**config.mk**
```make
export PLATFORM = sky130hd
export DESIGN_NAME = nibble_stream_feeder
export DESIGN_NICKNAME = d
export VERILOG_FILES = /design/src/rtl/nibble_stream_feeder.sv
export SDC_FILE = /design/constraint.sdc
export NUM_CORES = 1
export LEC_CHECK = 0
export CORE_UTILIZATION = 35
export DETAILED_ROUTE_END_ITERATION = 10
export PLACE_DENSITY = 0.65
export REMOVE_ABC_BUFFERS = 1
export SYNTH_ARGS = -nofsm -noshare
export SYNTH_HDL_FRONTEND = slang
export SYNTH_SLANG_ARGS = --single-unit
```
**constraint.sdc**
```tcl
create_clock -name clk -period 2.6 [get_ports clk]
set_input_delay 0.52 -clock clk [delete_from_list [all_inputs] [get_ports clk]]
set_output_delay 0.52 -clock clk [all_outputs]
set_load 0.01 [all_outputs]
```
**src/rtl/nibble_stream_feeder.sv**
```systemverilog
// nibble_stream_feeder: serializes 16-bit words into nibbles for the skew chain, then drains it with zeros.
// Build option FEEDER_MSB_FIRST_EN emits each word's nibbles MSB first instead of LSB first.
module nibble_stream_feeder #(
    parameter int SA_NUM = 4,
    parameter int WORD_W = 16,
    parameter int CNT_W  = 16
) (
    input  logic              clk,
    input  logic              rstn,
    input  logic              start,
    input  logic [CNT_W-1:0]  num_words,
    input  logic [WORD_W-1:0] in_data,
    input  logic              in_valid,
    output logic              in_ready,
    output logic [3:0]        nib_out,
    output logic              nib_valid,
    output logic              busy,
    output logic              done
);
    localparam int DRAIN_LEN = (SA_NUM - 1) * 4;
    localparam int DW        = $clog2(DRAIN_LEN) + 1;

    typedef enum logic [1:0] {IDLE, STREAM, DRAIN, DONE} state_t;

    state_t            state_q;
    logic [CNT_W-1:0]  words_left_q;
    logic [WORD_W-1:0] hold_q;
    logic [1:0]        nidx_q;
    logic              full_q;
    logic [DW-1:0]     drain_q;
    logic [3:0]        nib_q;
    logic              nib_valid_q;
    logic [3:0]        nib_d;
    logic [1:0]        sel;
    logic              xfer;
    logic              last_nib;

    // A new word may land on the same edge the current word's last nibble leaves.
    assign in_ready  = state_q == STREAM && words_left_q != '0 && (!full_q || nidx_q == 2'd3);
    assign xfer      = in_valid && in_ready;
    assign last_nib  = full_q && nidx_q == 2'd3 && words_left_q == '0;
    assign busy      = state_q == STREAM || state_q == DRAIN;
    assign done      = state_q == DONE;
    assign nib_out   = nib_q;
    assign nib_valid = nib_valid_q;

`ifdef FEEDER_MSB_FIRST_EN
    assign sel = ~nidx_q;
`else
    assign sel = nidx_q;
`endif
    assign nib_d = hold_q[{sel, 2'b00} +: 4];

    always_ff @(posedge clk or negedge rstn) begin
        if (!rstn) begin
            state_q      <= IDLE;
            words_left_q <= '0;
            hold_q       <= '0;
            nidx_q       <= '0;
            full_q       <= 1'b0;
            drain_q      <= '0;
            nib_q        <= '0;
            nib_valid_q  <= 1'b0;
        end else begin
            nib_q       <= '0;
            nib_valid_q <= 1'b0;
            case (state_q)
                IDLE: begin
                    if (start) begin
                        words_left_q <= num_words;
                        drain_q      <= '0;
                        state_q      <= num_words != '0 ? STREAM : DRAIN;
                    end
                end
                STREAM: begin
                    if (full_q) begin
                        nib_q       <= nib_d;
                        nib_valid_q <= 1'b1;
                    end
                    if (xfer) begin
                        hold_q       <= in_data;
                        full_q       <= 1'b1;
                        nidx_q       <= '0;
                        words_left_q <= words_left_q - CNT_W'(1);
                    end else if (full_q) begin
                        nidx_q <= nidx_q + 2'd1;
                        full_q <= nidx_q != 2'd3;
                    end
                    state_q <= last_nib ? DRAIN : STREAM;
                end
                DRAIN: begin
                    drain_q <= drain_q + DW'(1);
                    state_q <= drain_q == DW'(DRAIN_LEN - 1) ? DONE : DRAIN;
                end
                default: state_q <= IDLE;
            endcase
        end
    end
endmodule

```
==> results_dict.tcl, run 1 <==
set metrics [dict create \
    run_status "finished, final reports clean" \
    tightest_slew_ns 0.5749 \
    synth.avg_cell_area_sq_um 9.057 \
    route.vias.total 2503 \
    grt_pass1_wl_mm 12.05 \
    fin_util 0.4761 \
    path_buf_inv 1 \
    setup_viol 0 \
    fin_worst_skew_ns 0.01748 \
    path_cells "inv_1, ha_1, nor3b_4, and4_1, o21ai_1, nand2_1, o22a_1" \
    synth_cell_types 59 \
    numCtsBuffers 5 \
    cts-root-buf "clkbuf_8" \
    die_w_um 90.40 \
    h-tree-depth 2 \
    gp_congestion 0.8975 \
    fin_hold_ws_ns 0.1803 \
    synthAdderAreaFrac 0.03660 \
    ir_drop_mv 0.4054 \
    hold_class "primary input to asynchronous set/reset pin" \
    path_delay_family "compound AO/OA/AOI/OAI gates" \
    yosysMostFrequentCell "nand2_1" \
    yosysTopAreaCellShare 0.4300 \
    relSlewSlack 0.6142 \
    grt_pass1_vias 2481 \
    cts.sinks 47 \
    fin_area_sq_mm 0.003527 \
    path_class "flop to flop" \
    wl_met1_mm 3.289 \
    fillers 703 \
    synth_edf_count 0 \
    routed_via_density 5.465 \
    wl_per_cell_um 15.69 \
    placedInstanceArea_sq_mm 0.003376 \
    firstDrtPassIters 5 \
    synth.top_cells.by_count "nand2_1 (69), dfrtp_1 (47), a21oi_1 (22)" \
    synth_mux_area_frac 0.04026 \
    cap_violations 0 \
    track_usage 0.1836 \
    fin_setup_tns_ns 0 \
    fin_crit_sh 0.8659 \
    start_kind "flop" \
    synth_compound_area_frac 0.1848 \
    end_kind "flop" \
    max_stage_delay_ns 0.50 \
    synth_area_leader_cell "dfrtp_1" \
    routed_wl_mm 7.187 \
    yosys_warnings 0 \
    p_leak_nw 1.533 \
    synth_area_sq_mm 0.002735 \
    drt_iter0_drc 236 \
    fmax_mhz 444.2 \
    drc 0 \
    hold_viol 0 \
    coreArea_sq_mm 0.007408 \
    routed-wl-met3_um 332 \
    drive_above_1_share 0.1253 \
    ys_seq_area_frac 0.4300 \
    grt_setup_unrepaired "false" \
    hpwl_mm 5.332 \
    path_clk_slew_ns 0.10 \
    grt_overflow 0 \
    slowest_stage "o21ai_1" \
    synth_cells 302 \
    area_delta_synth_final_pct 28.96 \
    synth_top_family_by_area "simple AND/OR/NAND/NOR gates" \
    powerDensity_mw_per_mm2 1017 \
    top_layer_used "met4" \
    worstPathMaxFanout 7 \
    die_h_um 90.40 \
    ys_seq_elements 47 \
    synth-main-ff-cell "dfrtp_1" \
    design.die.area_sq_mm 0.008172 \
    fin_crit_ns 2.251 \
    async_flop_share 1.000 \
    cts_tree "yes" \
    portBuffers 43 \
    fin_ws_ns 0.3486 \
    place_worst_setup_slack_ns 0.3100 \
    cts_buffer_depth 2 \
    io_pins 44 \
    antenna_found_initial 0 \
    critPathRequiredTime_ns 2.79 \
    initial_core_util 0.3692 \
    synth.area.top_cells "dfrtp_1 (43%), nand2_1 (9.5%), a21oi_1 (4.0%)" \
    grt_max_degree 25 \
    finalNetCount 402 \
    diodes 0 \
    final_antenna_net_count 0 \
    rows 31 \
    met2_length_mm 3.417 \
    synth_xor_area_frac 0.006404 \
    cp.arrival_ns 2.44 \
    yosys.area_share.simple 0.2653 \
    clock_latency_ns 0.31 \
    slew_viol_final 0 \
]
## flip-flops by register name (all words and copies together) (netlist names)
name          flops
state_q           2
drain_q           5
words_left_q     16
nidx_q            2
full_q            1
hold_q           16
nib_out           4
nib_valid         1
## report_power, final
part	internal (mW)	total (mW)	leakage (nW)	switching [mW]
logic	0.793	1.69	0.899	0.895
registers	1.03	1.33	0.575	0.305
clock network	0.292	0.567	0.0587	0.275
## cells by family after synthesis
group                      Yosys count
muxes                                6
xor gates and xnor gates             2
adders and majority gates            8
AOI/OAI and AO/OA                   75
buffers and inverters               25
and+or+nand+nor                    139
DFF                                 47
## cells in the final DEF (no fill, tap or decap), types with 3 or more instances in the layout
master	instances
o21ai_0	9
ha_1	7
a21oi_1	22
o22ai_1	3
nor3b_1	4
buf_4	22
o2bb2ai_1	3
dfrtp_1	45
a31oi_1	5
nand4_1	5
nand3_1	9
and3_1	5
a2bb2oi_1	3
inv_1	8
nor3_1	6
o22a_1	6
a211oi_1	4
nor4_1	7
o31ai_1	3
mux4_2	4
clkdlybuf4s50_1	41
nor2b_1	5
nor2_1	12
nand2_1	69
clkbuf_8	5
## per-layer routing
metal,global-route usage,up-vias
li1,-,1213
met1,0.2509,1180
met2,0.3015,94
met3,0.02862,16
met4,0.05108,0
met5,0,-
## stage by stage
step / std cells / power (mW)
2_1_floorplan: 286 / 2.319
3_3_place_gp: 449 / 2.934
3_5_place_dp: 449 / 2.977
4_1_cts: 457 / 3.566
5_1_grt: 458 / 3.856
6_report: 458 / 3.588
## worst register-to-register path: cells and delay by family, from the launching register on
kind / cells / cell delay (ns)
buf+inv: 1 / 0.07
flops: 1 / 0.43
fa+ha+maj: 1 / 0.20
simple gates: 3 / 0.67
compound gates: 2 / 0.76
## what timing repair did
action	in CTS	in global routing
buffers inserted	0	1
hold buffers	0	0
endpoints found under the setup margin	1	1
resized for setup	1	6
## cell type report
| type | count | area, sq um | area share |
|---|---|---|---|
| sequential | 47 | 1179 | 0.3342 |
| tap | 99 | 123.9 | 0.03512 |
| clock inverter | 3 | 47.55 | 0.01348 |
| multi-input combinational | 230 | 1481 | 0.4200 |
| clock buffer | 5 | 68.82 | 0.01951 |
| inverter | 9 | 33.78 | 0.009578 |
| timing repair buffer | 65 | 593.1 | 0.1681 |
## path summary, 6_finish.rpt
check,depth (start not counted),to,start,slack [ns]
hold / removal,1,nib_valid,rstn,0.18
min in group clk,2,hold_q[13],hold_q[13],0.48
setup / recovery,7,words_left_q[9],words_left_q[0],0.35
max in group asynchronous,2,nidx_q[1],rstn,1.82
setup reg to reg,7,words_left_q[9],words_left_q[0],0.35
hold reg to reg,2,hold_q[13],hold_q[13],0.48
Power figures use the tool's default switching activity.
==> inputs of run 2 (changes only) <==
--- a/config.mk
+++ b/config.mk
@@ -9,6 +9,7 @@
 export DETAILED_ROUTE_END_ITERATION = 10
 export PLACE_DENSITY = 0.65
 export REMOVE_ABC_BUFFERS = 1
+export SLEW_MARGIN = 15
 export SYNTH_ARGS = -nofsm -noshare
 export SYNTH_HDL_FRONTEND = slang
 export SYNTH_SLANG_ARGS = --single-unit
==> results of run 2 <==
Same layout as run 1: the final DEF is identical, and so are final timing and power.
==> inputs of run 3 (changes only) <==
--- a/config.mk
+++ b/config.mk
@@ -13,3 +13,4 @@
 export SYNTH_ARGS = -nofsm -noshare
 export SYNTH_HDL_FRONTEND = slang
 export SYNTH_SLANG_ARGS = --single-unit
+export TNS_END_PERCENT = 50
==> results of run 3 <==
Same layout as run 1: the final DEF is identical, and so are final timing and power.
